===== src/rtl/fetch_queue.sv =====
// Instruction fetch stage: owns the fetch PC, issues synchronous instruction-memory
// reads and buffers returned words with their PCs in a small FIFO for decode.
module fetch_queue #(
    parameter int          DEPTH    = 4,
    parameter logic [15:0] RESET_PC = 16'h0000
) (
    input  logic        clk,
    input  logic        rst_n,
    output logic        im_rd_en,
    output logic [15:0] im_addr,
    input  logic [15:0] im_data,
    output logic        instr_valid,
    output logic [15:0] instr,
    output logic [15:0] instr_pc,
    input  logic        instr_ready,
    input  logic        redirect_valid,
    input  logic [15:0] redirect_pc,
    output logic        fetch_halted
);

    localparam int                 PTR_W   = $clog2(DEPTH);
    localparam int                 CNT_W   = PTR_W + 1;
    localparam logic [CNT_W-1:0]   DEPTH_C = CNT_W'(DEPTH);
    localparam logic [3:0]         OP_HLT  = 4'hF;

    logic [15:0]      fetch_pc_q, fetch_pc_d;
    logic             inflight_q, inflight_d;
    logic [15:0]      inflight_pc_q, inflight_pc_d;
    logic             halted_q, halted_d;
    logic [PTR_W-1:0] rd_ptr_q, rd_ptr_d;
    logic [PTR_W-1:0] wr_ptr_q, wr_ptr_d;
    logic [CNT_W-1:0] count_q, count_d;

    logic [15:0] data_mem [DEPTH];
    logic [15:0] pc_mem   [DEPTH];

    logic issue, enq, deq;

    assign instr_valid  = (count_q != '0);
    assign instr        = instr_valid ? data_mem[rd_ptr_q] : 16'h0000;
    assign instr_pc     = instr_valid ? pc_mem[rd_ptr_q]   : 16'h0000;
    assign im_rd_en     = issue;
    assign im_addr      = fetch_pc_q;
    assign fetch_halted = halted_q;

    // Counting the in-flight read against capacity is what makes overflow impossible.
    always_comb begin
        issue = !halted_q && !redirect_valid && ((count_q + CNT_W'(inflight_q)) < DEPTH_C);
        enq   = inflight_q && !halted_q && !redirect_valid;
        deq   = instr_valid && instr_ready && !redirect_valid;
    end

    // NOTE: every *_d gets a default from its *_q first, so no path leaves it unassigned (no latch).
    always_comb begin
        fetch_pc_d    = fetch_pc_q;
        inflight_d    = inflight_q;
        inflight_pc_d = inflight_pc_q;
        halted_d      = halted_q;
        rd_ptr_d      = rd_ptr_q;
        wr_ptr_d      = wr_ptr_q;
        count_d       = count_q;

        if (redirect_valid) begin
            fetch_pc_d = redirect_pc;
            inflight_d = 1'b0;
            halted_d   = 1'b0;
            rd_ptr_d   = '0;
            wr_ptr_d   = '0;
            count_d    = '0;
        end else begin
            if (issue) begin
                inflight_d    = 1'b1;
                inflight_pc_d = fetch_pc_q;
                fetch_pc_d    = fetch_pc_q + 16'h0001;
            end else begin
                inflight_d = 1'b0;
            end

            if (enq) begin
                wr_ptr_d = wr_ptr_q + PTR_W'(1);
                if (im_data[15:12] == OP_HLT) begin
                    halted_d = 1'b1;
                end
            end
            if (deq) begin
                rd_ptr_d = rd_ptr_q + PTR_W'(1);
            end

            case ({enq, deq})
                2'b10:   count_d = count_q + CNT_W'(1);
                2'b01:   count_d = count_q - CNT_W'(1);
                default: count_d = count_q;
            endcase
        end
    end

    // NOTE: sequential state is updated with non-blocking assignments only.
    always_ff @(posedge clk) begin
        if (!rst_n) begin
            fetch_pc_q    <= RESET_PC;
            inflight_q    <= 1'b0;
            inflight_pc_q <= 16'h0000;
            halted_q      <= 1'b0;
            rd_ptr_q      <= '0;
            wr_ptr_q      <= '0;
            count_q       <= '0;
        end else begin
            fetch_pc_q    <= fetch_pc_d;
            inflight_q    <= inflight_d;
            inflight_pc_q <= inflight_pc_d;
            halted_q      <= halted_d;
            rd_ptr_q      <= rd_ptr_d;
            wr_ptr_q      <= wr_ptr_d;
            count_q       <= count_d;
        end
    end

    // NOTE: queue storage is not reset; count_q == 0 masks stale contents from the outputs.
    always_ff @(posedge clk) begin
        if (enq) begin
            data_mem[wr_ptr_q] <= im_data;
            pc_mem[wr_ptr_q]   <= inflight_pc_q;
        end
    end

endmodule


===== config.mk =====
export PLATFORM = sky130hd
export DESIGN_NAME = fetch_queue
export DESIGN_NICKNAME = d
export VERILOG_FILES = /design/src/rtl/fetch_queue.sv
export SDC_FILE = /design/constraint.sdc
export NUM_CORES = 1
export LEC_CHECK = 0
export CELL_PAD_IN_SITES_DETAIL_PLACEMENT = 0
export CELL_PAD_IN_SITES_GLOBAL_PLACEMENT = 2
export CORE_ASPECT_RATIO = 1.4
export CORE_UTILIZATION = 40
export CTS_BUF_LIST = sky130_fd_sc_hd__clkbuf_2
export DETAILED_ROUTE_END_ITERATION = 16
export HOLD_SLACK_MARGIN = 0.15
export PLACE_DENSITY = 0.87
export SLEW_MARGIN = 0
export SYNTH_ARGS = -nofsm -noshare
export SYNTH_HDL_FRONTEND = slang
export SYNTH_SLANG_ARGS = --single-unit

===== constraint.sdc =====
create_clock -name clk -period 2.7 [get_ports clk]
set_input_delay 0.675 -clock clk [delete_from_list [all_inputs] [get_ports clk]]
set_output_delay 0.675 -clock clk [all_outputs]
set_load 0.02 [all_outputs]

==> flow_summary.ini <==
[outcome]
status = finished, violations left
violations = negative setup slack

[power]
power_leakage_nw = 2.91
max-vdd-ir-drop_v = 0.000255
pwr_density_cell_nw_per_um2 = 524
p_total_w = 0.00458

[finish]
nets = 614
drive_gt1_share_pct = 29.6
area.growth.synth_to_final_pct = 27.8
fin_cells = 788
nFillCells = 1430
final_common_cell = edfxtp_1
final_util_pct = 52.1
final_cell_mix = 128 x edfxtp_1, 52 x clkdlybuf4s50_1, 48 x nand2_1

[hold_path]
hold_class = flop to flop
min_path_cells = 2
worstHoldEndpoint = inflight_pc_q[14]
hp-start = inflight_pc_q[14]

[setup_path]
worstPathArrival_ns = 2.21
cp-start-kind = flop
cpMaxStageDelayCell = mux4_2
crit_type = flop to primary output
rr_worst_depth = 10
cp-end-kind = primary output
path_cells = buf_12, buf_16, mux4_2, nor2b_4, buf_6
max_stage_delay_ns = 0.52
rr_startpoint = count_q[2]
worstPathRequired_ns = 2.03
path_max_fanout = 6
r2r_end = count_q[2]
path_buf_inv = 3
timing.reg2reg.setup_slack_ns = 0.31
crit_family = multiplexers

[place]
post-dp-hpwl_mm = 8.87
io_buffers = 86
place_inst = 741
place.gp.congestion = 0.813
preCtsSetupSlack_ns = -0.264

[logic_synthesis]
synth_fa_ha_area_share_pct = 1.39
synth_compound_area_share_pct = 5.33
synthMuxAreaShare_pct = 11.0
yosysTopAreaCell = edfxtp_1
synth-simple-area-share_pct = 10.5
seq_area_frac_synth_pct = 68.9
ys_warn_count = 0
synthTopCellsByArea = edfxtp_1 56%, dfxtp_1 13%, mux4_2 11%
synth_edf_count = 128
async_flop_share_pct = 0
yosysUniqueCellTypes = 42
synth_xor_area_share_pct = 0.769
netlist_instances = 450
synth_ff_type = edfxtp_1
ys_seq_elements = 171
synth_area_per_cell_um2 = 15.2
synth_top_family_by_area = multiplexers
syn_area_um2 = 6830
synth_nets = 493
synth_top_area_share_pct = 56.3

[clock_tree]
clk_latency_ns = 0.69
cts_tree = done
htreeDepth = 4
cts_root_buf = clkbuf_2
cts.sinks = 171
path_clk_slew_ns = 0.23
clock_path_buffers = 2
ctsHoldBuffers = 0
numCtsBuffers = 17

[timing]
skew_ns = 0.0338
fmaxAchievable_mhz = 347
drv_slew = 0
worst_slew_pin_slew_ns = 0.620
rsz0062_at_grt = true
period_minus_slack_ns = 2.88
finalHoldViolCount = 0
finalWorstSetupSlack_ns = -0.184
slew_headroom_pct = 58.3
period_share_pct = 107
setup_tns_ns = -3.45
setup_viol = 32

[floorplan]
row_count = 56
fp.dieH_um = 157
start_util_pct = 40.8
die_w_um = 112
die-area_um2 = 17600
io_pins = 87
core-area_um2 = 16700

[drt]
post-route-drc-count = 0
routed_via_density = 5.24
drt-initial-drc-count = 246
antenna_left = 0
wl_per_cell_um = 17.6
firstDrtPassIters = 5
wl_mm = 13.9
via_count = 4129

[grt]
overflow = 0
grtUsageTotal_pct = 16.7
grt_pass1_vias = 4205
grt_pass1_wl_mm = 22.1
grt_antenna_before_repair = 1
grt_max_degree = 33

[job]
drv_cap = 0
==> cells by family (layout without fill, tap and decap cells) <==
logic type,Yosys count,after routing
compound gates,58,58
xor+xnor,6,6
fa+ha+maj,7,7
buf+inv,35,169
flops,171,171
mux,35,35
other cells,0,1
simple gates,138,138
==> routing by layer <==
| metal | GRT usage [%] | wire length [um] |
|---|---|---|
| met1 | 19.1 | 5700 |
| met5 | 0 | 0 |
| met3 | 3.99 | 509 |
| met2 | 30.8 | 7530 |
| met4 | 5.02 | 125 |
==> worst max-delay path by stage <==
stage / to / slack (ns) / cells after the start
6_report: instr[1] / -0.18 / 5
5_1_grt: instr[8] / -0.35 / 5
4_1_cts: instr_pc[4] / -0.26 / 5
3_5_place_dp: im_rd_en / -0.26 / 5
3_3_place_gp: im_rd_en / -0.29 / 5
2_1_floorplan: count_q[2] / 0.26 / 8
==> worst reg2reg max path, stage by stage (launching register included) <==
cell     delay, ns
dfxtp_4       0.43
nor3_4        0.06
buf_4         0.13
buf_4         0.18
nor3b_1       0.27
ha_1          0.22
inv_1         0.06
fa_1          0.38
xor2_1        0.16
or3_1         0.31
a21oi_1       0.15
==> per-stage QoR <==
stage               area (um^2)  hold slack (ns)
floorplan                  6830            0.460
global placement           8130            0.475
detailed placement         8130            0.491
CTS                        8560            0.474
global route               8730            0.446
finish                     8730            0.513
==> Yosys cell counts, types with 2 or more instances <==
cell type    n
o21a_1       2
edfxtp_1   128
nor3b_1      3
dfxtp_1     43
nor2_1      13
ha_1         6
nor2b_1     34
nand4_1      2
xnor2_1      4
mux2i_1      2
o21ai_0      6
nand2_1     48
buf_2        6
a31oi_1      9
nand3_1     11
or3_1        6
o311ai_0     5
xor2_1       2
or4_1        5
and3_1       7
o211ai_1     4
a21oi_1     25
inv_1       11
mux4_2      32
a221o_1      3
nor3_1       3
clkbuf_1    15
==> report_power, final <==
part,total (W),internal [W],switching [W]
registers,0.00290,0.00286,0.0000463
clock network,0.00136,0.000455,0.000902
logic,0.000313,0.000162,0.000151
==> cell type report <==
type,instances,area [um^2],area share (%)
Antenna cell,1,2.50,0.0287
Clock buffer,19,95.1,1.09
Clock inverter,13,154,1.76
Inverter,12,46.3,0.530
Multi-Input combinational cell,244,2150,24.6
Sequential cell,171,4730,54.2
Tap cell,203,254,2.91
Timing Repair Buffer,125,1300,14.9
==> flip-flops by register name, indices dropped and copies added (netlist names), named ones only <==
signal	flops
inflight_q	1
inflight_pc_q	16
count_q	3
data_mem	64
wr_ptr_q	2
pc_mem	64
im_addr	16
fetch_halted	1
rd_ptr_q	2
==> timing repair <==
item                                    4_1_cts  5_1_grt
pin swaps                                     1        1
cloned                                        3        1
gates resized for setup                     183       52
buffers inserted                              9        3
endpoints found under the setup margin       34       39
Note: power is estimated with default switching activity, not from simulation.
==> edit 1 (same settings) <==
Change the parameter `DEPTH` from 4 to 8.
--- a/src/rtl/fetch_queue.sv
+++ b/src/rtl/fetch_queue.sv
@@ -3,3 +3,3 @@
 module fetch_queue #(
-    parameter int          DEPTH    = 4,
+    parameter int          DEPTH    = 8,
     parameter logic [15:0] RESET_PC = 16'h0000
Behaviour: not the same (Yosys sat finds a counterexample within 10 cycles, from zero or initial values and one cycle with rst_n low).
==> edit 1 against the original RTL <==
- the flow still finishes with violations (negative setup slack)
- sequential cell count is 132 higher
- setup slack lost 0.36 ns
- synthesized cell count rose by 52%
- wire length up 79%
- area after synthesis increased by 75%
- hold slack worse by 0.11 ns
- total power is 81% higher
- design area rose by 69%
- critical endpoint is now instr_pc[11]
- non-clock buffer count increased by 35
==> edit 1: results (changes against the original RTL) <==
[outcome]
status = finished with violations
failed_checks = negative setup slack

[yosys]
synth_cell_types = 44  ; +4.8%
synth-edff-count = 256  ; +100%
synth_area_leaders = edfxtp_1 64%, mux4_2 12%, dfxtp_1 7.9%, mux2i_1 2.9%, nor2_1 1.5%
ys_seq_area_frac = 0.7233  ; +0.03454

[layout]
layout.nets = 914  ; +49%
design_area_sq_um = 14710  ; +69%
drive_above_1_share = 0.3348  ; +0.03855
reg_top3 = data_mem: 128 flops, pc_mem: 128 flops
fillers = 2511  ; +76%

[placement]
pre_cts_slack_ns = -0.1275  ; +0.1368 ns

[power]
ir_drop_v = 0.0002357  ; -7.5%
leakagePower_nw = 5.047  ; +73%

[sta]
setup_viol = 33  ; +3.1%
worstMarginPinSlew_ns = 0.4928  ; -0.1275 ns
setup_ws_ns = -0.5423  ; -0.3587 ns

[grt]
grt_pass1_vias = 7141  ; +70%
grtUsageMet2 = 0.3053  ; -0.002641

[clock_tree]
cts_max_level = 3  ; -1
clock_latency_ns = 0.86  ; +0.17 ns

[detailed_routing]
drtIter0Drc = 318  ; +29%
wire_per_inst_microns = 19.10  ; +8.6%
avgViaCountPerCell = 5.157  ; -1.6%

[hold_path]
worstHoldPathType = input pin to register

==> edit 1: layout make-up <==
class                   count  share of cell area
clock inverters            29             0.01131
inverters                   7            0.001786
diodes                      1           0.0001701
multi-input cells         333              0.2232
clock buffers              88             0.02993
well taps                 380             0.03232
repair buffers            160              0.1132
flip-flops and latches    303              0.5881
==> edit 1: what timing repair did <==
| item | 4_1_cts | 5_1_grt |
|---|---|---|
| endpoints found under the setup margin | 48 | 40 |
| buffers inserted | 18 | 5 |
| hold buffers | 0 | 0 |
| resized for setup | 192 | 17 |
| pin swaps | 7 | 9 |
| gates cloned | 3 | 0 |
==> edit 1: through the flow <==
step	TNS, ns	instances
final	-14.17	1301
after detailed placement	-0.3045	1161
after global placement	-0.2528	1161
after floorplan	-25.28	682
after global routing	-19.74	1301
after CTS	-17.27	1298
==> edit 1: path summary, 6_finish.rpt <==
check	end	slack (ns)	from	cells after the start
max	instr_pc[11]	-0.54	register	6
max reg2reg	count_q[2]	0.32	count_q[1]	11
min	im_addr[0]	0.40	redirect_pc[0]	3
min reg2reg	register	0.48	rd_ptr_q[1]	2
==> edit 1: power breakdown <==
group | leakage (nW) | internal, mW | switching (mW)
clock | 0.459 | 1.09 | 1.69
combinational | 1.80 | 0.160 | 0.172
sequential | 2.79 | 5.09 | 0.0642
total | 5.05 | 6.35 | 1.93
==> edit 1: layer usage <==
layer / part of all wire / vias up / wire length (microns)
li1: - / 3161 / -
met1: 0.40 / 3336 / 9946
met2: 0.53 / 172 / 13200
met3: 0.048 / 40 / 1187
met4: 0.021 / 0 / 516
met5: 0 / - / 0
==> edit 1: cell families after synthesis <==
group                    share of synthesized area
flip-flops                                  0.7233
AND/OR/NAND/NOR                            0.05716
multiplexers                                0.1503
AO/OA/AOI/OAI                              0.03975
buffers and inverters                      0.01584
XOR/XNOR                                  0.007343
adder cells (fa/ha/maj)                   0.006293
==> edit 1: worst min-delay path, stage by stage <==
cell and delay, ns:
clkdlybuf4s50_1 0.39, o21ai_0 0.14, a21oi_1 0.04
==> edit 2 (same flow settings) <==
Without the edit above. Reset style: asynchronous (`rst_n`), changed in one clocked block.
--- a/src/rtl/fetch_queue.sv
+++ b/src/rtl/fetch_queue.sv
@@ -97,3 +97,3 @@
     // NOTE: sequential state is updated with non-blocking assignments only.
-    always_ff @(posedge clk) begin
+    always_ff @(posedge clk or negedge rst_n) begin
         if (!rst_n) begin
Behaviour: differs if rst_n is asserted again (counterexample within 4 cycles, from zero or initial values and one cycle with rst_n low); with rst_n held inactive, the same outputs for 10 cycles.
==> edit 2 against the original RTL <==
- the run still ends with negative setup slack left
- count of clock-buffer cells in the layout decreased by 2
- clock skew increased by 0.0073 ns
- setup slack improved by 0.014 ns
- wire length increased by 1.5%
- critical path depth unchanged
- via count decreased by 2.5%
- sequential cell count decreased by 2
- design area increased by 1.5%
- hold slack got worse by 0.059 ns
- area after synthesis increased by 1.3%
- critical path type unchanged
Power is not compared: it rests on default switching activity, and its combinational part moved more than twofold at a synthesized area within 25%.
==> edit 2: results (changes against the original RTL) <==
[outcome]
status = finished with violations
failed_checks = negative setup slack

[sta]
finalClockSkew_ns = 0.04112  ; +0.007332 ns
setup_ws_ns = -0.1697  ; +0.01391 ns
setup_viol = 32  ; unchanged
worstMarginPinSlew_ns = 0.8645  ; +0.2442 ns

[grt]
grt_pass1_vias = 3935  ; -6.4%
grtUsageTotal = 0.1666  ; -0.0003123

[detailed_routing]
avgViaCountPerCell = 5.391  ; +2.9%
wire_per_inst_microns = 18.83  ; +7.0%

[yosys]
synth_area_leaders = edfxtp_1 56%, dfrtp_1 15%, mux4_2 10%, and2_1 3.0%, mux2_2 2.8%
synth_cell_types = 34  ; -19%
ys_seq_area_frac = 0.7037  ; +0.01490
postSynthCellCount = 406  ; -9.8%
ys_top_cells_by_count = 128 x edfxtp_1, 41 x dfrtp_1, 33 x and2_1
syn_nets = 448  ; -9.1%
async_flop_share = 0.2426  ; +0.2426

[setup_path]
crit_arrival_ns = 2.19  ; -0.02 ns
r2r-start = count_q[1]
r2r_slack_ns = 0.33  ; +0.02 ns
r2r_cells = 9  ; -1
reg2reg_to = count_q[2]

[layout]
layout.nets = 573  ; -6.7%
drive_above_1_share = 0.3720  ; +0.07577
stdcell_count = 747  ; -5.2%

[clock_tree]
clkTransAtPathRegs_ns = 0.26  ; +0.03 ns
clock_latency_ns = 0.71  ; +0.02 ns

[placement]
hpwl_microns = 8931  ; +0.66%
gp_congestion = 0.8553  ; +5.3%
pre_cts_slack_ns = -0.09238  ; +0.1719 ns

## edit 2: cell count changes in the layout (fill, tap and decap cells not counted), moves of 11 or more
cell,change
dfxtp_1,-34
nand2_1,-34
dfrtp_1,+33
and2_4,+32
a21oi_1,-24
buf_6,+18
nor2b_4,-18
mux2_2,+16
nor2b_1,-12
buf_2,-11
## edit 2: layout make-up
class	instances	share of cell area
Antenna cell	1	0.0002823
Tap cell	203	0.02866
Timing Repair Buffer	129	0.1609
Sequential cell	169	0.5505
Inverter	8	0.003388
Clock buffer	17	0.009599
Clock inverter	14	0.01694
Multi-Input combinational cell	206	0.2297
## edit 2: worst max-delay path, stage by stage, from the launching register on
cell	delay (ns)
dfrtp_2	0.44
buf_6	0.14
buf_12	0.14
mux4_2	0.52
and2_4	0.16
buf_6	0.12
## edit 2: power breakdown
| part | switching [mW] | internal, mW |
|---|---|---|
| logic | 1.76 | 2.27 |
| registers | 0.258 | 3.25 |
| clock network | 0.858 | 0.426 |
| total | 2.87 | 5.94 |
## edit 2: metrics by stage
stage	total power [mW]	setup TNS, ns	cell area, sq um
floorplan	5.287	0	6920
global placement	6.547	-0.1021	8178
detailed placement	6.638	-0.09238	8178
CTS	8.825	-6.816	8783
global route	9.259	-9.172	8864
finish	8.817	-4.197	8864
## edit 2: worst max path at each step
| stage | from | endpoint | slack (ns) | depth (start not counted) |
|---|---|---|---|---|
| after floorplan | redirect_valid | data_mem[2][0] | 0.39 | 3 |
| after global placement | redirect_valid | im_rd_en | -0.10 | 5 |
| after detailed placement | redirect_valid | im_rd_en | -0.09 | 5 |
| after CTS | rd_ptr_q[0] | instr_pc[7] | -0.27 | 5 |
| after global routing | rd_ptr_q[0] | instr_pc[7] | -0.32 | 5 |
| final | rd_ptr_q[0] | instr_pc[7] | -0.17 | 5 |
## edit 2: cells by family (layout without fill, tap and decap cells)
logic type,after synthesis,after routing,share of synthesized area
mux,52,52,0.1361
buf+inv,31,168,0.01880
xor+xnor,7,7,0.008859
simple gates,109,109,0.08697
compound gates,32,32,0.03363
fa+ha+maj,6,6,0.01193
flops,169,169,0.7037
other cells,0,1,0
## edit 2: routing by layer
layer | global-route usage | part of all wire | up-vias
li1 | - | - | 1850
met1 | 0.1911 | 0.39 | 2046
met2 | 0.2980 | 0.55 | 108
met3 | 0.04364 | 0.039 | 23
met4 | 0.06328 | 0.019 | 0
met5 | 0 | 0 | -
## edit 2: what timing repair did
action,in CTS,in global routing
endpoints found under the setup margin,35,39
endpoints found under the hold margin,24,0
cloned,4,0
hold buffers,1,0
setup buffers,10,7
resized for setup,254,10
pin swaps,35,3
